File: config.mk
export PLATFORM = sky130hd
export DESIGN_NAME = multi_ch_test_frame_gen
export DESIGN_NICKNAME = d
export VERILOG_FILES = /design/src/rtl/multi_ch_test_frame_gen.sv
export SDC_FILE = /design/constraint.sdc
export NUM_CORES = 1
export LEC_CHECK = 0
export BUFFER_PORTS_ARGS = -buffer_cell sky130_fd_sc_hd__buf_2
export CORE_MARGIN = 4
export CORE_UTILIZATION = 50
export CTS_CLUSTER_DIAMETER = 40
export DETAILED_ROUTE_END_ITERATION = 6
export MAX_ROUTING_LAYER = met4
export PLACE_DENSITY = 0.68
export SLEW_MARGIN = 0
export SYNTH_ARGS = -nofsm -noshare
export SYNTH_HDL_FRONTEND = slang
export SYNTH_SLANG_ARGS = --single-unit
File: constraint.sdc
create_clock -name sys_clk_i -period 6.3 [get_ports sys_clk_i]
set_clock_uncertainty 0.1 [all_clocks]
set_input_delay 0.315 -clock sys_clk_i [delete_from_list [all_inputs] [get_ports sys_clk_i]]
set_output_delay 0.315 -clock sys_clk_i [all_outputs]
set_load 0.02 [all_outputs]
File: src/rtl/multi_ch_test_frame_gen.sv
// rtl/multi_ch_test_frame_gen.sv - multi-channel test-frame source with header, incrementing payload and backpressure
module multi_ch_test_frame_gen #(
  parameter int         NUM_CH   = 4,
  parameter int         MAX_LEN  = 2048,
  parameter logic [7:0] SYNC     = 8'hBB,
  parameter int         PERIOD_W = 32
) (
  input  logic                sys_clk_i,
  input  logic                rst_i,
  input  logic [NUM_CH-1:0]   ch_en_i,
  input  logic                rr_mode_i,
  input  logic [PERIOD_W-1:0] period_i,
  input  logic [15:0]         frame_len_i,
  input  logic [7:0]          dangwei_i,
  output logic [7:0]          dout_o,
  output logic                dout_valid_o,
  input  logic                dout_ready_i,
  output logic                dout_sof_o,
  output logic                dout_eof_o,
  output logic [3:0]          cur_ch_o,
  output logic                busy_o,
  output logic                overrun_o
);

  localparam logic [15:0] MAX_L = 16'(MAX_LEN);

  typedef enum logic [1:0] {IDLE, HDR, PAY} state_t;

  state_t              state;
  logic [PERIOD_W-1:0] cnt;
  logic                trigger;
  logic [3:0]          ptr;
  logic [3:0]          sel;
  logic [3:0]          idx;
  logic                any_en;
  logic [15:0]         en_ext;
  logic [15:0]         len;
  logic [15:0]         len_c;
  logic [15:0]         k;
  logic [15:0]         k_nxt;
  logic [15:0]         cur_seq;
  logic [15:0]         seq [16];
  logic [7:0]          dw;
  logic [7:0]          nxt_byte;
  logic [7:0]          hdr_xor;

  assign trigger   = (cnt == period_i);
  assign overrun_o = trigger && busy_o;
  assign en_ext    = 16'(ch_en_i);
  assign k_nxt     = k + 16'd1;

  // Scan order is arranged so the last hit wins: the first enabled channel after
  // the pointer in round-robin mode, the lowest enabled index otherwise.
  always_comb begin
    sel    = '0;
    any_en = 1'b0;
    idx    = '0;
    for (int i = NUM_CH; i >= 1; i--) begin
      idx = rr_mode_i ? 4'((int'(ptr) + i) % NUM_CH) : 4'(i - 1);
      if (en_ext[idx]) begin
        sel    = idx;
        any_en = 1'b1;
      end
    end
  end

  always_comb begin
    len_c = frame_len_i;
    if (frame_len_i < 16'd16)
      len_c = 16'd16;
    else if (frame_len_i > MAX_L)
      len_c = MAX_L;
  end

  always_comb begin
    hdr_xor = SYNC ^ {4'h0, cur_ch_o} ^ len[15:8] ^ len[7:0] ^ cur_seq[15:8] ^ cur_seq[7:0] ^ dw;
    case (k_nxt)
      16'd1:   nxt_byte = {4'h0, cur_ch_o};
      16'd2:   nxt_byte = len[15:8];
      16'd3:   nxt_byte = len[7:0];
      16'd4:   nxt_byte = cur_seq[15:8];
      16'd5:   nxt_byte = cur_seq[7:0];
      16'd6:   nxt_byte = dw;
      16'd7:   nxt_byte = hdr_xor;
      default: nxt_byte = k_nxt[7:0] - 8'd8 + {4'h0, cur_ch_o};
    endcase
  end

  always_ff @(posedge sys_clk_i or posedge rst_i) begin
    if (rst_i) begin
      state        <= IDLE;
      cnt          <= '0;
      ptr          <= 4'(NUM_CH - 1);
      len          <= '0;
      k            <= '0;
      cur_seq      <= '0;
      dw           <= '0;
      dout_o       <= '0;
      dout_valid_o <= 1'b0;
      dout_sof_o   <= 1'b0;
      dout_eof_o   <= 1'b0;
      cur_ch_o     <= '0;
      busy_o       <= 1'b0;
      for (int i = 0; i < 16; i++) seq[i] <= '0;
    end else begin
      // >= keeps the counter bounded if period_i is lowered below the current count
      cnt <= (cnt >= period_i) ? '0 : cnt + PERIOD_W'(1);
      case (state)
        IDLE: begin
          if (trigger && any_en) begin
            state        <= HDR;
            cur_ch_o     <= sel;
            ptr          <= sel;
            len          <= len_c;
            cur_seq      <= seq[sel];
            dw           <= dangwei_i;
            k            <= '0;
            dout_o       <= SYNC;
            dout_valid_o <= 1'b1;
            dout_sof_o   <= 1'b1;
            dout_eof_o   <= 1'b0;
            busy_o       <= 1'b1;
          end
        end
        default: begin
          if (dout_valid_o && dout_ready_i) begin
            if (dout_eof_o) begin
              state         <= IDLE;
              dout_o        <= '0;
              dout_valid_o  <= 1'b0;
              dout_sof_o    <= 1'b0;
              dout_eof_o    <= 1'b0;
              busy_o        <= 1'b0;
              seq[cur_ch_o] <= cur_seq + 16'd1;
            end else begin
              state      <= (k_nxt >= 16'd8) ? PAY : HDR;
              k          <= k_nxt;
              dout_o     <= nxt_byte;
              dout_sof_o <= 1'b0;
              dout_eof_o <= (k_nxt == len - 16'd1);
            end
          end
        end
      endcase
    end
  end

endmodule
==> metrics.md <==
| Metric | Value |
|---|---|
| Status | `completed` |
| Period utilisation layout | `0.581` |
| Initial antenna violation count | `0` |
| Overall routing resource usage | `0.218` |
| Fin. Hold Viols | `0` |
| CP Launch Type | `flip-flop` |
| Netlist cell types | `a little over 80` |
| Switching Share | `0.219` |
| Num ports | `just over 80` |
| WP data arrival | `around 4 ns` |
| P_int | `roughly 1.8 mW` |
| Synth top area share | `0.397` |
| Final worst slack | `around 2.6 ns` |
| Worst endpoint required time | `between 6 and 7 ns` |
| Synth top area cells | `dfrtp_1 40%, nand2_1 5.9%, xnor2_1 5.7%` |
| Net switching power | `about 0.50 mW` |
| CTS tree | `done` |
| Crit path capture type | `flip-flop` |
| Num Clock Sinks | `~170` |
| Clock tree buffer depth | `2` |
| Worst slack at placement | `approximately 2.7 ns` |
| Transition time of the tightest slew-check pin | `about 1.1 ns` |
| Slowest cell delay on critical path | `0.60 ns` |
| Min Tclk post-route | `~3.7 ns` |
| Maximum resistive drop on vdd | `roughly 0.18 mV` |
| Pwr Density | `between 150 and 200 nW/µm²` |
| Hpwl dp | `approximately 17000 µm` |
| Synth warn | `0` |
| Seq/Total Area, Yosys | `0.402` |
| Maximum capacitance violations | `0` |
| Critical path cell sequence | `ha_1, nand4_1, nor4_1, nand2_1, or3_2, buf_4, a211oi_2, a21boi_2, a22o_2` |
| Slew margin rel. | `0.281` |
| Fin area | `11700 µm²` |
| CP Max Fanout | `66` |
| DRC viols | `0` |
| Final ANT Viol Nets | `0` |
| Global-route wire length before repair | `around 40000 µm` |
| Post-Synthesis Cells | `about 1200` |
| Area after DPL | `11100 µm²` |
| DR pass1 iterations | `5` |
| Post-synth EDFFs | `0` |
| Die X | `153 µm` |
| Clock transition at path regs | `0.06 ns` |
| Final setup violation count | `0` |
| Clk_lat worst skew | `approximately 0.43 ns` |
| Seq pwr share | `0.471` |
| Post-synthesis cell area | `~11000 µm²` |
| Layout cells sized above 1 | `0.149` |
| Die area | `about 23000 µm²` |
| RSZ-0062 raised after global routing | `no` |
| Top cell type by total area after synthesis | `dfrtp_1` |
| # fillers | `~1800` |
| GRT overflow | `0` |
| Detailed-route wire length per cell | `~16 µm` |
| Crit Path Category | `flip-flop to flip-flop` |
| Area Overhead vs Synth | `11.3%` |
| Post-synth ARST share | `1.00` |
| Rows | `52` |
| Largest net degree at the start of global routing | `a little under 90` |
| Post-CTS sizing | `0` |
| #FFs+latches synth | `169` |
| Delay-heaviest family, CP | `simple AND/OR/NAND/NOR gates` |
| Port Buffers | `78` |
| Die Y | `approximately 150 µm` |
| Slew Viols, Final | `0` |
| Vias in the first global route | `7891` |
| Num CTS Buffers | `17` |
| Highest Clock Rate | `roughly 270 MHz` |
| H-tree levels | `4` |
| Nets@finish | `between 1000 and 1500` |
| Setup TNS | `0 ns` |
| Leak pwr | `5.73 nW` |
| Syn_area_per_cell | `around 9 µm²` |
| Clk network pwr share | `0.484` |
| Core Footprint | `between 20000 and 25000 µm²` |
| DR vias | `around 8400` |
| Vias per cell | `5.57` |
| Antenna cells | `0` |
| Slowest-stage cell, CP | `nor4_1` |
| Clock Tree Root | `clkbuf_16` |
| Combinational fraction of design power | `0.044` |
| Final core utilization | `0.572` |
| Predominant post-synthesis flop cell | `dfrtp_1` |
| Starting Density | `0.514` |
| Final GP Congestion | `about 0.89` |
| Hold crit path type | `input pin to flip-flop` |
| Worst path bufs/invs | `1` |
| Post-Route WL | `between 20000 and 25000 µm` |
| DRT iter0 DRCs | `621` |
-- worst paths after layout --
| check | start | end | slack, ns | cells past startpoint |
|---|---|---|---|---|
| max | cnt[30] | len[2] | 2.64 | 9 |
| min | dangwei_i[1] | dw[1] | 0.01 | 3 |
| max reg2reg | cnt[30] | len[2] | 2.64 | 9 |
| min reg2reg | seq[197] | seq[197] | 0.38 | 2 |
| max in group asynchronous | rst_i | len[9] | 4.00 | 4 |
| min in group asynchronous | rst_i | cnt[26] | 0.50 | 3 |
-- routing by layer --
| layer | track usage | routed length, µm | part of all wire |
|---|---|---|---|
| met5 | - | 0 | 0 |
| met4 | 0.0577 | 274 | 0.011 |
| met3 | 0.0300 | 1020 | 0.041 |
| met2 | 0.332 | 11500 | 0.47 |
| met1 | 0.310 | 11900 | 0.48 |
-- state kept, by name, summed over array words and instances (netlist names) --
name,cells
dout_eof_o,1
busy_o,1
cnt,32
cur_seq,16
dout_sof_o,1
seq,64
dout_o,8
cur_ch_o,2
ptr,2
k,16
dw,8
len,16
state,2
-- placed cells by master (no fill, tap or decap), drive strengths merged, types with 8 or more instances in the layout --
| cell | instances |
|---|---|
| mux2i | 37 |
| mux2 | 26 |
| a21oi | 57 |
| nand3 | 32 |
| nor2 | 119 |
| and3 | 14 |
| nand4 | 22 |
| a21o | 13 |
| xnor2 | 68 |
| ha | 42 |
| a22o | 13 |
| o21ai | 75 |
| and2 | 8 |
| nor4 | 14 |
| dfrtp | 167 |
| inv | 56 |
| buf | 92 |
| xor2 | 47 |
| clkbuf | 19 |
| nor3 | 16 |
| nand2 | 167 |
-- power by group through the flow --
stage                     Clock, mW  Combinational, mW  Sequential, mW
after floorplan                   0             0.0622            1.11
after global placement            0              0.100            1.11
after detailed placement          0              0.102            1.11
after CTS                      1.13              0.104            1.08
after global routing           1.18              0.115            1.08
final                          1.11              0.102            1.08
-- cell usage after synthesis (all sizes together) (7+ instances only) --
library cell / number
a21o: 13
a21oi: 57
a22o: 13
and2: 8
and3: 14
buf: 23
clkbuf: 52
dfrtp: 167
ha: 42
inv: 55
mux2: 26
mux2i: 37
nand2: 167
nand3: 32
nand4: 22
nor2: 119
nor3: 16
nor4: 14
o21ai: 75
o31ai: 7
xnor2: 68
xor2: 47
-- tightest hold or removal path, cell delays in order --
cell	delay (ns)
buf_2	0.10
nand2_1	0.05
nand2_1	0.05
-- logic make-up after synthesis --
group,count (synthesis),synth area share
buffers and inverters,131,0.0533
adders and majority gates,43,0.0518
DFF,169,0.402
other,1,0.000356
xor gates and xnor gates,117,0.100
muxes,63,0.0629
and+or+nand+nor,435,0.195
AOI/OAI and AO/OA,221,0.135
-- cell type report --
type	instances	area [µm²]	share of cell area
timing repair buffer	97	546	0.0465
clock inverter	11	173	0.0147
multi-input combinational	881	5790	0.494
sequential	169	4230	0.361
tap	270	338	0.0288
clock buffer	19	443	0.0378
inverter	55	211	0.0180
-- repair_timing --
action,CTS,global route
endpoints found under the hold margin,85,0
setup buffers,0,0
hold buffers,5,0
-- metrics by stage --
stage	hold WS, ns	power [mW]	instances
final	0.0146	2.30	1502
after global routing	0.0153	2.38	1502
after CTS	0.00114	2.32	1502
after detailed placement	0.370	1.21	1467
after global placement	0.360	1.21	1467
after floorplan	0.320	1.17	1181
Power figures use the tool's default switching activity.
